$ cat src/rtl/regfile_writer.sv
// PS/2 make-code writer for the character register file: strips F0/E0 sequences and sweeps zeros on Enter.
// Optional feature macro: KEY_BACKSPACE_EN (0x66 erases the last stored character).
module regfile_writer #(
  parameter int DEPTH  = 6,
  parameter int ADDR_W = 4
) (
  input  logic              clk,
  input  logic              rst,
  input  logic [7:0]        rxData,
  input  logic              rxValid,
  output logic [7:0]        writeData,
  output logic              writeEnable,
  output logic [ADDR_W-1:0] writeAddress,
  output logic [ADDR_W-1:0] count,
  output logic              busy
);

  typedef enum logic [2:0] {IDLE, BRK, EXT, EXT_BRK, CLR} state_t;

  localparam logic [7:0]        BREAK_CODE = 8'hF0;
  localparam logic [7:0]        EXT_CODE   = 8'hE0;
  localparam logic [7:0]        ENTER_CODE = 8'h5A;
  localparam logic [ADDR_W-1:0] ZERO_SLOT  = {ADDR_W{1'b0}};
  localparam logic [ADDR_W-1:0] ONE_SLOT   = ADDR_W'(1);
  localparam logic [ADDR_W-1:0] LAST_SLOT  = ADDR_W'(DEPTH - 1);
  localparam logic [ADDR_W-1:0] FULL_COUNT = ADDR_W'(DEPTH);

  state_t             stateR, nextStateS;
  logic [ADDR_W-1:0]  ptrR, ptrS;
  logic [ADDR_W-1:0]  countR, countS;
  logic [ADDR_W-1:0]  sweepR, sweepS;
  logic [7:0]         dataR, dataS;
  logic [ADDR_W-1:0]  addrR, addrS;
  logic               weR, weS;
  logic               busyR, busyS;

  // Next-state and next-output decode for the scan-code FSM.
  always_comb begin
    nextStateS = stateR;
    ptrS       = ptrR;
    countS     = countR;
    sweepS     = sweepR;
    dataS      = dataR;
    addrS      = addrR;
    weS        = 1'b0;
    busyS      = busyR;
    case (stateR)
      IDLE: begin
        if (rxValid) begin
          if (rxData == BREAK_CODE) begin
            nextStateS = BRK;
          end else if (rxData == EXT_CODE) begin
            nextStateS = EXT;
          end else if (rxData == ENTER_CODE) begin
            // First sweep write (slot 0) is issued right away so it lands the next cycle.
            nextStateS = CLR;
            busyS      = 1'b1;
            weS        = 1'b1;
            addrS      = ZERO_SLOT;
            dataS      = 8'h00;
            sweepS     = ONE_SLOT;
`ifdef KEY_BACKSPACE_EN
          end else if (rxData == 8'h66) begin
            if (countR != ZERO_SLOT) begin
              ptrS   = (ptrR == ZERO_SLOT) ? LAST_SLOT : ptrR - ONE_SLOT;
              weS    = 1'b1;
              addrS  = ptrS;
              dataS  = 8'h00;
              countS = countR - ONE_SLOT;
            end else begin
              nextStateS = IDLE;
            end
`endif
          end else begin
            weS    = 1'b1;
            addrS  = ptrR;
            dataS  = rxData;
            ptrS   = (ptrR == LAST_SLOT) ? ZERO_SLOT : ptrR + ONE_SLOT;
            countS = (countR == FULL_COUNT) ? countR : countR + ONE_SLOT;
          end
        end else begin
          nextStateS = IDLE;
        end
      end
      BRK: begin
        if (rxValid) begin
          nextStateS = IDLE;
        end else begin
          nextStateS = BRK;
        end
      end
      EXT: begin
        if (rxValid) begin
          nextStateS = (rxData == BREAK_CODE) ? EXT_BRK : IDLE;
        end else begin
          nextStateS = EXT;
        end
      end
      EXT_BRK: begin
        if (rxValid) begin
          nextStateS = IDLE;
        end else begin
          nextStateS = EXT_BRK;
        end
      end
      CLR: begin
        if (sweepR == FULL_COUNT) begin
          nextStateS = IDLE;
          busyS      = 1'b0;
          ptrS       = ZERO_SLOT;
          countS     = ZERO_SLOT;
          sweepS     = ZERO_SLOT;
        end else begin
          weS    = 1'b1;
          addrS  = sweepR;
          dataS  = 8'h00;
          sweepS = sweepR + ONE_SLOT;
        end
      end
      default: begin
        nextStateS = IDLE;
        busyS      = 1'b0;
        sweepS     = ZERO_SLOT;
      end
    endcase
  end

  // State, pointer and registered write-port outputs.
  always_ff @(posedge clk or negedge rst) begin
    if (!rst) begin
      stateR <= IDLE;
      ptrR   <= {ADDR_W{1'b0}};
      countR <= {ADDR_W{1'b0}};
      sweepR <= {ADDR_W{1'b0}};
      dataR  <= 8'h00;
      addrR  <= {ADDR_W{1'b0}};
      weR    <= 1'b0;
      busyR  <= 1'b0;
    end else begin
      stateR <= nextStateS;
      ptrR   <= ptrS;
      countR <= countS;
      sweepR <= sweepS;
      dataR  <= dataS;
      addrR  <= addrS;
      weR    <= weS;
      busyR  <= busyS;
    end
  end

  assign writeData    = dataR;
  assign writeEnable  = weR;
  assign writeAddress = addrR;
  assign count        = countR;
  assign busy         = busyR;

endmodule
$ cat config.mk
export PLATFORM = sky130hd
export DESIGN_NAME = regfile_writer
export DESIGN_NICKNAME = d
export VERILOG_FILES = /design/src/rtl/regfile_writer.sv
export SDC_FILE = /design/constraint.sdc
export NUM_CORES = 1
export LEC_CHECK = 0
export CAP_MARGIN = 30
export CORE_ASPECT_RATIO = 1.25
export CORE_MARGIN = 5
export CORE_UTILIZATION = 54
export CTS_CLUSTER_SIZE = 40
export DETAILED_ROUTE_END_ITERATION = 8
export MAX_ROUTING_LAYER = met4
export PLACE_DENSITY = 0.86
export SETUP_SLACK_MARGIN = 0.3
export SKIP_LAST_GASP = 1
export SYNTH_ARGS = -nofsm -noshare
export SYNTH_HDL_FRONTEND = slang
export SYNTH_SLANG_ARGS = --single-unit
$ cat constraint.sdc
create_clock -name clk -period 4.95 [get_ports clk]
set_input_delay 1.2375 -clock clk [delete_from_list [all_inputs] [get_ports clk]]
set_output_delay 1.2375 -clock clk [all_outputs]
set_load 0.02 [all_outputs]
==> flow_summary.rst, run 1 <==
.. list-table::
   :header-rows: 1

   * - Metric
     - Value
   * - Share of synthesized registers carrying an async set or reset
     - 100%
   * - Clock Root Buffer
     - sky130_fd_sc_hd__clkbuf_4
   * - Die width
     - 56.8 microns
   * - Final setup violation count
     - 0
   * - Final worst-path cycle share
     - 55.7%
   * - Wire length of the first global-routing pass
     - 5670 microns
   * - Layout overhead on the synthesized area
     - 25.5%
   * - Via count
     - 1293
   * - Reg2reg path depth
     - 4
   * - Sequential cell area
     - between 700 and 800 sq um
   * - Number of enable flip-flop cells after synthesis
     - 0
   * - Number of gates given a new drive strength after cts
     - 0
   * - Antenna Diode Count
     - 0
   * - Worst Min Path Start
     - writeData[5]
   * - Net count of the finished layout
     - 206
   * - I/O pins
     - 29
   * - Initial antenna violation count
     - 0
   * - Final Hold Violating Endpoints
     - 0
   * - DR pass1 iterations
     - 4
   * - Multiplexer share of the synthesized area
     - less than 1%
   * - Cell Area, Placed
     - 1790 sq um
   * - Max capacitance violation total
     - 0
   * - Startpoint of the lowest-slack register-to-register path
     - stateR[2]
   * - DR vias/cell
     - 5.77
   * - Critical path peak fanout
     - 10
   * - Sequential cell area fraction in the yosys report
     - 49.1%
   * - Highest attainable clock frequency
     - between 300 and 400 MHz
   * - Main combinational cell family by area after synthesis
     - simple AND/OR/NAND/NOR gates
   * - Register bit count reported by yosys
     - 29
   * - Global routing usage summed across all routing layers
     - 19.9%
   * - Final Cell Area
     - 1860 sq um
   * - Post-synth net total
     - 173
   * - Fraction of the mapped netlist area in compound gates
     - between 20% and 30%
   * - Data required time of the worst path
     - 5180 ps
   * - End point of the most critical hold path
     - writeData[5]
   * - Synthesized-area fraction occupied by adder cells
     - 5.08%
   * - Total internal power
     - 0.504 mW
   * - Sw frac
     - a little over a third
   * - Count of pins over their slew limit
     - 0
   * - Most common flop cell mapped by yosys
     - sky130_fd_sc_hd__dfrtp_1
   * - Insertion delay to the later sink of the worst-skew pair
     - ~330 ps
   * - Die area
     - around 3900 sq um
   * - Kind of launch point of the worst setup path
     - input pin
   * - Final worst slack
     - 2200 ps
   * - Final Wtd Congestion
     - around 0.92
   * - Commonest non-fill, non-tap cells in the layout
     - 33 x sky130_fd_sc_hd__nand2_1, 29 x sky130_fd_sc_hd__dfrtp_1, 28 x sky130_fd_sc_hd__clkdlybuf4s50_1, 27 x sky130_fd_sc_hd__o21ai_0
   * - DP Worst Slack
     - 1890 ps
   * - Slew HR
     - approximately half
   * - Depth of the worst hold-timing path
     - 2
   * - Largest net degree at the start of global routing
     - 30
   * - Num CTS Buffers
     - 5
   * - Data arrival time at the worst-slack endpoint
     - around 3000 ps
   * - Placement row count
     - 21
   * - CTS Sinks
     - 29
   * - Count of antenna-violating nets left after detailed routing
     - 0
   * - Worst-case hold slack
     - 485 ps
   * - CTS HTree Levels
     - 2
   * - Post-route setup TNS
     - 0 ps
   * - CTS Hold Buffers Added
     - 0
   * - Destination of the worst register-to-register timing path
     - writeAddress[3]
   * - Post-synthesis area per instance
     - 9.48 sq um
   * - Power density of the placed cells
     - 418 nW/um^2
   * - Maximum root-to-sink buffer count
     - 2
   * - Synthesized-area fraction occupied by xor and xnor cells
     - 0.592%
   * - Number of remaining DRC errors
     - 0
   * - Setup Crit Path Kind
     - input pin to register
   * - Simple-gate share of the synthesized area
     - a little over a fifth
   * - Setup repair bufs after CTS
     - 0
   * - Number of inserted filler cells in the final layout
     - 221
   * - Peak supply drop
     - 0.000305 V
   * - Synthesized instance count
     - 156
   * - Leakage power
     - ~0.82 nW
   * - Final HPWL from detailed placement
     - 2480 microns
   * - Die extent in y
     - 68.5 microns
   * - Reg power frac
     - 45.1%
   * - Summed instance area of the synthesized netlist
     - about 1500 sq um
   * - Starting utilization of the core area
     - 55.7%
   * - Syn. warnings
     - 0
   * - Port buffer count
     - 28
   * - Reg-to-reg setup timing slack
     - around 3100 ps
   * - Clock slew at reported path FFs
     - 90 ps
   * - Vias in the first global route
     - between 1000 and 1500
   * - Wirelength per Cell
     - 15.2 microns
   * - Classification of the worst-slack hold path
     - register to register
   * - Final core utilization
     - between 60% and 70%
   * - Slew at the pin with the worst max-slew slack
     - 743 ps
   * - Most common cell after layout, fill and taps aside
     - sky130_fd_sc_hd__nand2_1
   * - Fraction of power consumed by the clock network
     - 21.2%
   * - GR Overflow Total
     - 0
   * - Setup repair after global routing missed its margin
     - no
   * - Status
     - finished clean
   * - Final critical delay including setup and external delays
     - about 2800 ps
   * - Area taken by multi-input logic gates
     - between 700 and 800 sq um
   * - Wirelength, routed
     - about 3400 microns
   * - Clock tree from TritonCTS
     - yes
   * - Core Area
     - about 2700 sq um
   * - Layout cell share with drive strength beyond 1
     - about 8.4%
   * - Post-Route Skew
     - 7.42 ps
   * - Worst Setup End Kind
     - register
   * - Net switching power figure
     - between 0.2 and 0.3 mW
   * - Drt initial violations
     - 58
   * - Number of distinct library cell variants in the gate-level netlist after synthesis
     - 33
   * - Share of total power in combinational logic
     - 33.7%
## worst max-delay path: stages
cell and delay (ps):
sky130_fd_sc_hd__clkdlybuf4s50_1 500, sky130_fd_sc_hd__or3b_4 430, sky130_fd_sc_hd__o2bb2ai_1 160, sky130_fd_sc_hd__o21ai_2 370, sky130_fd_sc_hd__o21ai_0 190, sky130_fd_sc_hd__o31ai_1 100
## synthesized netlist by cell type, types with 2 or more instances
cell type	number	share of area, %
sky130_fd_sc_hd__nand2_1	33	8.4
sky130_fd_sc_hd__dfrtp_1	29	49
sky130_fd_sc_hd__o21ai_0	27	9.1
sky130_fd_sc_hd__a21oi_1	7	2.4
sky130_fd_sc_hd__nor2_1	7	1.8
sky130_fd_sc_hd__ha_1	6	5.1
sky130_fd_sc_hd__inv_1	5	1.3
sky130_fd_sc_hd__a22oi_1	4	2.0
sky130_fd_sc_hd__nand3_1	4	1.4
sky130_fd_sc_hd__a31oi_1	3	1.3
sky130_fd_sc_hd__buf_4	3	1.5
sky130_fd_sc_hd__o31ai_1	3	1.5
sky130_fd_sc_hd__nand2b_1	2	0.85
sky130_fd_sc_hd__nand3b_1	2	1.0
sky130_fd_sc_hd__nor3b_1	2	1.0
sky130_fd_sc_hd__or4_1	2	1.0
## worst max path at each step
stage,end,startpoint,cells after the start,slack (ps)
6_report,count[3],rxData[6],6,2200
5_1_grt,writeAddress[3],rxData[6],6,2130
4_1_cts,count[3],rxData[6],6,2220
3_5_place_dp,writeData[7],rxData[6],5,1890
3_3_place_gp,writeAddress[2],rxData[6],5,1960
2_1_floorplan,sweepR[2],rxData[0],5,2580
## layout make-up
cell class / instances / area share (%)
Tap cell: 34 / 2.29
Clock buffer: 7 / 3.50
Clock inverter: 1 / 0.270
Timing Repair Buffer: 29 / 15.5
Sequential cell: 29 / 39.1
Multi-Input combinational cell: 119 / 38.3
Inverter: 5 / 1.01
## per-stage QoR
step	std cells	total power, mW
floorplan	156	0.493
global placement	216	0.598
detailed placement	216	0.615
CTS	224	0.781
global route	224	0.825
finish	224	0.775
## sequential cells by signal, summed over array words and instances (netlist names)
| register | cells |
|---|---|
| writeEnable | 1 |
| ptrR | 4 |
| busy | 1 |
| sweepR | 4 |
| count | 4 |
| writeAddress | 4 |
| writeData | 8 |
| stateR | 3 |
## power by group through the flow
| stage | combinational (mW) | sequential, mW | clock (mW) |
|---|---|---|---|
| 2_1_floorplan | 0.109 | 0.384 | 0 |
| 6_report | 0.261 | 0.350 | 0.164 |
| 3_5_place_dp | 0.262 | 0.353 | 0 |
| 4_1_cts | 0.264 | 0.349 | 0.169 |
| 3_3_place_gp | 0.250 | 0.349 | 0 |
| 5_1_grt | 0.285 | 0.360 | 0.180 |
## kinds of logic after synthesis
family                     Yosys count
AOI/OAI and AO/OA                   50
xor gates and xnor gates             1
adders and majority gates            6
buffers and inverters                8
DFF                                 29
muxes                                1
and+or+nand+nor                     61
## metal layers
metal / routed length [microns] / track usage (%) / share of wire [%]
met4: 52 / 9.28 / 1.5
met1: 1390 / 21.2 / 41
met2: 1680 / 34.4 / 49
met3: 283 / 6.15 / 8.3
met5: 0 / - / 0
Power figures use the tool's default switching activity.
==> run 2, diff against run 1 <==
CORE_UTILIZATION = 46   (was 54)
PLACE_DENSITY = 0.78   (was 0.86)
clock period = 2.4 ns   (was 4.95 ns; I/O delays follow)
==> run 2 against run 1 <==
Sequential share of layout area is 2.6 points lower. Clock-buffer cell count is 1 lower. First-iteration DRC count is 5.2% higher. Final cell count is 5.8% higher. Design area is 7.2% higher. Combinational power is 110% higher. Flip-flop and latch count stayed put. Die area is 14% higher. Sequential power is 110% higher. Hold slack worse by 5.8 ps. Global-route usage is 0.75 points lower.
==> flow_summary.rst, run 2 (same netlist as run 1, synthesis figures left out) <==
.. list-table::
   :header-rows: 1

   * - Metric
     - Value
   * - Status
     - finished clean
   * - Worst path slowest cell
     - sky130_fd_sc_hd__clkdlybuf4s50_1
   * - Clock tree from TritonCTS
     - yes
   * - Antenna Diode Count
     - 0
   * - Critical path peak fanout
     - 5
   * - Slew HR
     - 49.9%
   * - Power density of the placed cells
     - 834 nW/um^2
   * - Insertion delay to the later sink of the worst-skew pair
     - 280 ps
   * - Area taken by multi-input logic gates
     - 734 sq um
   * - Number of remaining DRC errors
     - 0
   * - Clock slew at reported path FFs
     - approximately 60 ps
   * - Met1 track demand over resource
     - 22.2%
   * - Wirelength, routed
     - 3690 microns
   * - Count of pins over their slew limit
     - 0
   * - Number of inserted filler cells in the final layout
     - 267
   * - DR vias/cell
     - 5.66
   * - Total design power
     - ~1.7 mW
   * - Data arrival time at the worst-slack endpoint
     - 2180 ps
   * - Drt initial violations
     - 61
   * - Final Cell Area
     - between 1500 and 2000 sq um
   * - DR pass1 iterations
     - 4
   * - Busiest grt layer
     - met2
   * - Leakage power
     - between 0.9 and 1 nW
   * - Port buffer count
     - 28
   * - Met2 global-route usage
     - around 30%
   * - Core Area
     - approximately 3200 sq um
   * - Commonest non-fill, non-tap cells in the layout
     - 33 x sky130_fd_sc_hd__nand2_1, 29 x sky130_fd_sc_hd__dfrtp_1, 25 x sky130_fd_sc_hd__o21ai_0, 25 x sky130_fd_sc_hd__clkdlybuf4s50_1, 10 x sky130_fd_sc_hd__buf_4
   * - Classification of the worst-slack hold path
     - register to register
   * - Post-Route Skew
     - 3.48 ps
   * - CTS HTree Levels
     - 2
   * - Largest net degree at the start of global routing
     - 30
   * - Die area
     - 4460 sq um
   * - Kind of launch point of the worst setup path
     - input pin
   * - Slew at the pin with the worst max-slew slack
     - 742 ps
   * - Starting utilization of the core area
     - between 40% and 50%
   * - Most common cell after layout, fill and taps aside
     - sky130_fd_sc_hd__nand2_1
   * - Die extent in y
     - 73.4 microns
   * - Critical Path Max Stage Delay
     - approximately 510 ps
   * - Clock Root Buffer
     - sky130_fd_sc_hd__clkbuf_8
   * - Final worst-path cycle share
     - 85.1%
   * - Highest attainable clock frequency
     - 489 MHz
   * - CTS Sinks
     - 29
   * - Wire length of the first global-routing pass
     - 6150 microns
   * - Final critical delay including setup and external delays
     - 2040 ps
   * - Vias in the first global route
     - ~1400
   * - Max capacitance violation total
     - 0
   * - Cell Area, Placed
     - between 1500 and 2000 sq um
   * - Global routing usage summed across all routing layers
     - 19.2%
   * - GR Overflow Total
     - 0
   * - Layout cell share with drive strength beyond 1
     - 13.5%
   * - Via count
     - 1341
   * - Number of flip-flops in the largest register
     - 8
   * - Setup Crit Path Kind
     - input pin to register
   * - Layout overhead on the synthesized area
     - 34.6%
   * - Die width
     - 60.7 microns
   * - Net count of the finished layout
     - 216
   * - Final setup violation count
     - 0
   * - Sequential cell area
     - 726 sq um
   * - Count of antenna-violating nets left after detailed routing
     - 0
   * - Num CTS Buffers
     - 5
   * - Placement row count
     - 23
   * - Final Hold Violating Endpoints
     - 0
   * - Final HPWL from detailed placement
     - 2590 microns
   * - Post-route setup TNS
     - 0 ps
   * - Peak supply drop
     - 0.000564 V
   * - I/O pins
     - 29
   * - Cell Chain, Critical Path
     - clkdlybuf4s50_1 -> nand4bb_1 -> o211a_1 -> o21ai_2 -> buf_4 -> o41ai_1
   * - Maximum root-to-sink buffer count
     - 2
   * - Data required time of the worst path
     - 2540 ps
   * - Final Wtd Congestion
     - around 0.8
   * - Setup repair after global routing missed its margin
     - no
   * - Grt met3 use
     - 5.80%
   * - Wirelength per Cell
     - 15.6 microns
   * - Worst Setup End Kind
     - register
   * - Initial antenna violation count
     - 0
run 2: cell types whose count changed in the layout (fill, tap and decap cells not counted), sizes merged:
cell and change:
clkbuf -1, clkinv +1, clkdlybuf4s50 -3, buf +10, dlymetal6s2s +3
run 2: report_power, final:
| group | switching [mW] | total, mW | internal [mW] |
|---|---|---|---|
| clock network | 0.179 | 0.379 | 0.200 |
| registers | 0.123 | 0.728 | 0.604 |
| logic | 0.276 | 0.555 | 0.279 |
run 2: worst max-delay path, delay by kind of cell:
| family | cells | cell delay [ps] |
|---|---|---|
| compound gates | 3 | 670 |
| simple gates | 1 | 220 |
| buf+inv | 2 | 700 |
run 2: path summary, 6_finish.rpt:
check	startpoint	endpoint	slack (ps)	depth (start not counted)
min in group asynchronous	rst	writeData[3]	710	2
max	rxData[3]	count[1]	360	6
min reg2reg	writeData[3]	writeData[3]	480	2
max in group asynchronous	rst	writeData[6]	1420	2
max reg2reg	sweepR[0]	count[1]	430	7
min	writeData[3]	writeData[3]	480	2
run 2: per-stage QoR:
step	hold slack [ps]	setup slack [ps]	instances	utilization (%)
final	479	357	237	62.9
after detailed placement	470	2.79	227	58.9
after global routing	500	279	237	62.9
after CTS	483	303	235	61.5
after global placement	466	92.3	227	58.9
after floorplan	304	668	156	-
run 2: layer usage:
metal  wire length [microns]  vias to the layer above
met5                       0                        -
met4                      71                        0
met3                     245                       10
met2                    1860                       60
met1                    1510                      632
li1                        -                      639
run 2: final cells by class:
cell class,instances,share of cell area [%]
Sequential cell,29,36.5
Inverter,5,0.943
Timing Repair Buffer,39,19.2
Clock inverter,2,0.503
Tap cell,37,2.33
Clock buffer,6,3.65
Multi-Input combinational cell,119,36.9
run 2: timing repair:
item	in CTS	in global routing
resized for setup	1	8
hold buffers	0	0
setup endpoints to repair	1	12
pin swaps	0	5
setup buffers	0	2
==> run 3, diff against run 2 <==
CORE_MARGIN = default   (was 5)
==> run 3 against run 2 <==
Flip-flop and latch count unchanged. Critical path depth decreased by 1. Final cell count decreased by 1.7%. Clock power decreased by 20%.
==> flow_summary.rst, run 3 (same netlist as run 1, synthesis figures left out) <==
.. list-table::
   :header-rows: 1

   * - Metric
     - Value
   * - Post-route setup TNS
     - 0 ps
   * - Kind of launch point of the worst setup path
     - input pin
   * - Final setup violation count
     - 0
   * - Insertion delay to the later sink of the worst-skew pair
     - 340 ps
   * - CTS Sinks
     - 29
   * - Slew HR
     - 48.5%
   * - Port buffer count
     - 28
   * - Clock tree from TritonCTS
     - yes
   * - Clock Root Buffer
     - sky130_fd_sc_hd__clkbuf_4
   * - Setup repair after global routing missed its margin
     - no
   * - Max capacitance violation total
     - 0
   * - I/O pins
     - 29
   * - Final worst-path cycle share
     - between 80% and 90%
   * - Setup Crit Path Kind
     - input pin to register
   * - Layout cell share with drive strength beyond 1
     - 11.7%
   * - GR Overflow Total
     - 0
   * - Global routing usage summed across all routing layers
     - 23.5%
   * - Status
     - finished clean
   * - Sequential cell area
     - 726 sq um
   * - Starting utilization of the core area
     - between 40 and 50%
   * - Vias in the first global route
     - 1295
   * - Wirelength per Cell
     - about 15 microns
   * - Commonest non-fill, non-tap cells in the layout
     - 33 x sky130_fd_sc_hd__nand2_1, 29 x sky130_fd_sc_hd__dfrtp_1, 28 x sky130_fd_sc_hd__clkdlybuf4s50_1, 27 x sky130_fd_sc_hd__o21ai_0, 9 x sky130_fd_sc_hd__buf_4
   * - CTS HTree Levels
     - 2
   * - Highest attainable clock frequency
     - 495 MHz
   * - DR pass1 iterations
     - 4
   * - Die extent in y
     - 65.4 microns
   * - Most common cell after layout, fill and taps aside
     - sky130_fd_sc_hd__nand2_1
   * - Number of flip-flops in the largest register
     - 8
   * - DR vias/cell
     - 5.70
   * - Placement row count
     - 22
   * - Drt initial violations
     - 47
   * - Post-Route Skew
     - ~11 ps
   * - Power density of the placed cells
     - 827 nW/um^2
   * - Wire length of the first global-routing pass
     - 5780 microns
   * - Final core utilization
     - 63.9%
   * - Core Area
     - roughly 3000 sq um
   * - Layout overhead on the synthesized area
     - 29.7%
   * - Largest net degree at the start of global routing
     - 30
   * - Critical path peak fanout
     - 26
   * - Initial antenna violation count
     - 0
   * - Slew at the pin with the worst max-slew slack
     - 763 ps
   * - Worst Setup End Kind
     - register
   * - Leakage power
     - 0.849 nW
   * - Die area
     - 3450 sq um
   * - Wirelength, routed
     - between 3000 and 4000 microns
   * - Num CTS Buffers
     - 5
   * - Die width
     - 52.7 microns
   * - Data arrival time at the worst-slack endpoint
     - 2220 ps
   * - Number of remaining DRC errors
     - 0
   * - Setup repair bufs after CTS
     - 0
   * - Count of antenna-violating nets left after detailed routing
     - 0
   * - Data required time of the worst path
     - 2600 ps
   * - DP Worst Slack
     - -8.81 ps
   * - Net count of the finished layout
     - 214
   * - Final critical delay including setup and external delays
     - 2020 ps
   * - Classification of the worst-slack hold path
     - register to register
   * - Cell Area, Placed
     - 1850 sq um
   * - Via count
     - roughly 1300
   * - Final worst slack
     - 380 ps
   * - Area taken by multi-input logic gates
     - between 700 and 800 sq um
   * - Clock slew at reported path FFs
     - roughly 80 ps
   * - Final HPWL from detailed placement
     - around 2500 microns
   * - Antenna Diode Count
     - 0
   * - Final Wtd Congestion
     - 0.882
   * - Final Hold Violating Endpoints
     - 0
   * - CTS Hold Buffers Added
     - 0
   * - Final Cell Area
     - about 1900 sq um
   * - Number of gates given a new drive strength after cts
     - 0
   * - Peak supply drop
     - 0.000498 V
   * - Maximum root-to-sink buffer count
     - 2
   * - Count of pins over their slew limit
     - 0
   * - Number of inserted filler cells in the final layout
     - 258
run 3: per-stage QoR:
| step | power, mW | hold slack [ps] | std cells |
|---|---|---|---|
| 3_3_place_gp | 1.24 | 461 | 226 |
| 4_1_cts | 1.60 | 489 | 233 |
| 5_1_grt | 1.69 | 516 | 233 |
| 6_report | 1.59 | 482 | 233 |
| 2_1_floorplan | 1.02 | 304 | 156 |
| 3_5_place_dp | 1.29 | 469 | 226 |
run 3: power breakdown:
group / total, mW / switching (mW) / internal [mW]
Clock: 0.304 / 0.166 / 0.138
Combinational: 0.557 / 0.276 / 0.281
Sequential: 0.725 / 0.122 / 0.603
run 3: final timing paths:
kind	startpoint	endpoint	slack (ps)	cells past startpoint
worst max-delay path	rxData[6]	writeData[0]	380	5
worst min-delay path	writeAddress[2]	writeAddress[2]	480	2
worst max register to register	sweepR[0]	count[1]	590	7
worst min register to register	writeAddress[2]	writeAddress[2]	480	2
max in group asynchronous	rst	writeEnable	1490	2
min in group asynchronous	rst	writeData[4]	630	2
run 3: worst max-delay path, stage by stage:
cell and delay, ps:
sky130_fd_sc_hd__clkdlybuf4s50_1 500, sky130_fd_sc_hd__or3b_4 430, sky130_fd_sc_hd__o21ai_0 250, sky130_fd_sc_hd__a211o_4 310, sky130_fd_sc_hd__o21ai_0 130
run 3: cell type report:
cell class,count,area share (%)
Timing Repair Buffer,37,18.1
Inverter,5,0.978
Clock buffer,7,2.87
Multi-Input combinational cell,119,37.8
Tap cell,36,2.35
Sequential cell,29,37.8
run 3: per-layer routing:
layer | wire length [microns] | part of all wire, % | track usage [%] | vias up
met5 | 0 | 0 | - | -
li1 | - | - | - | 638
met4 | 70 | 2.0 | 8.22 | 0
met2 | 1710 | 49 | 38.4 | 51
met3 | 198 | 5.7 | 6.71 | 8
met1 | 1480 | 43 | 27.2 | 632
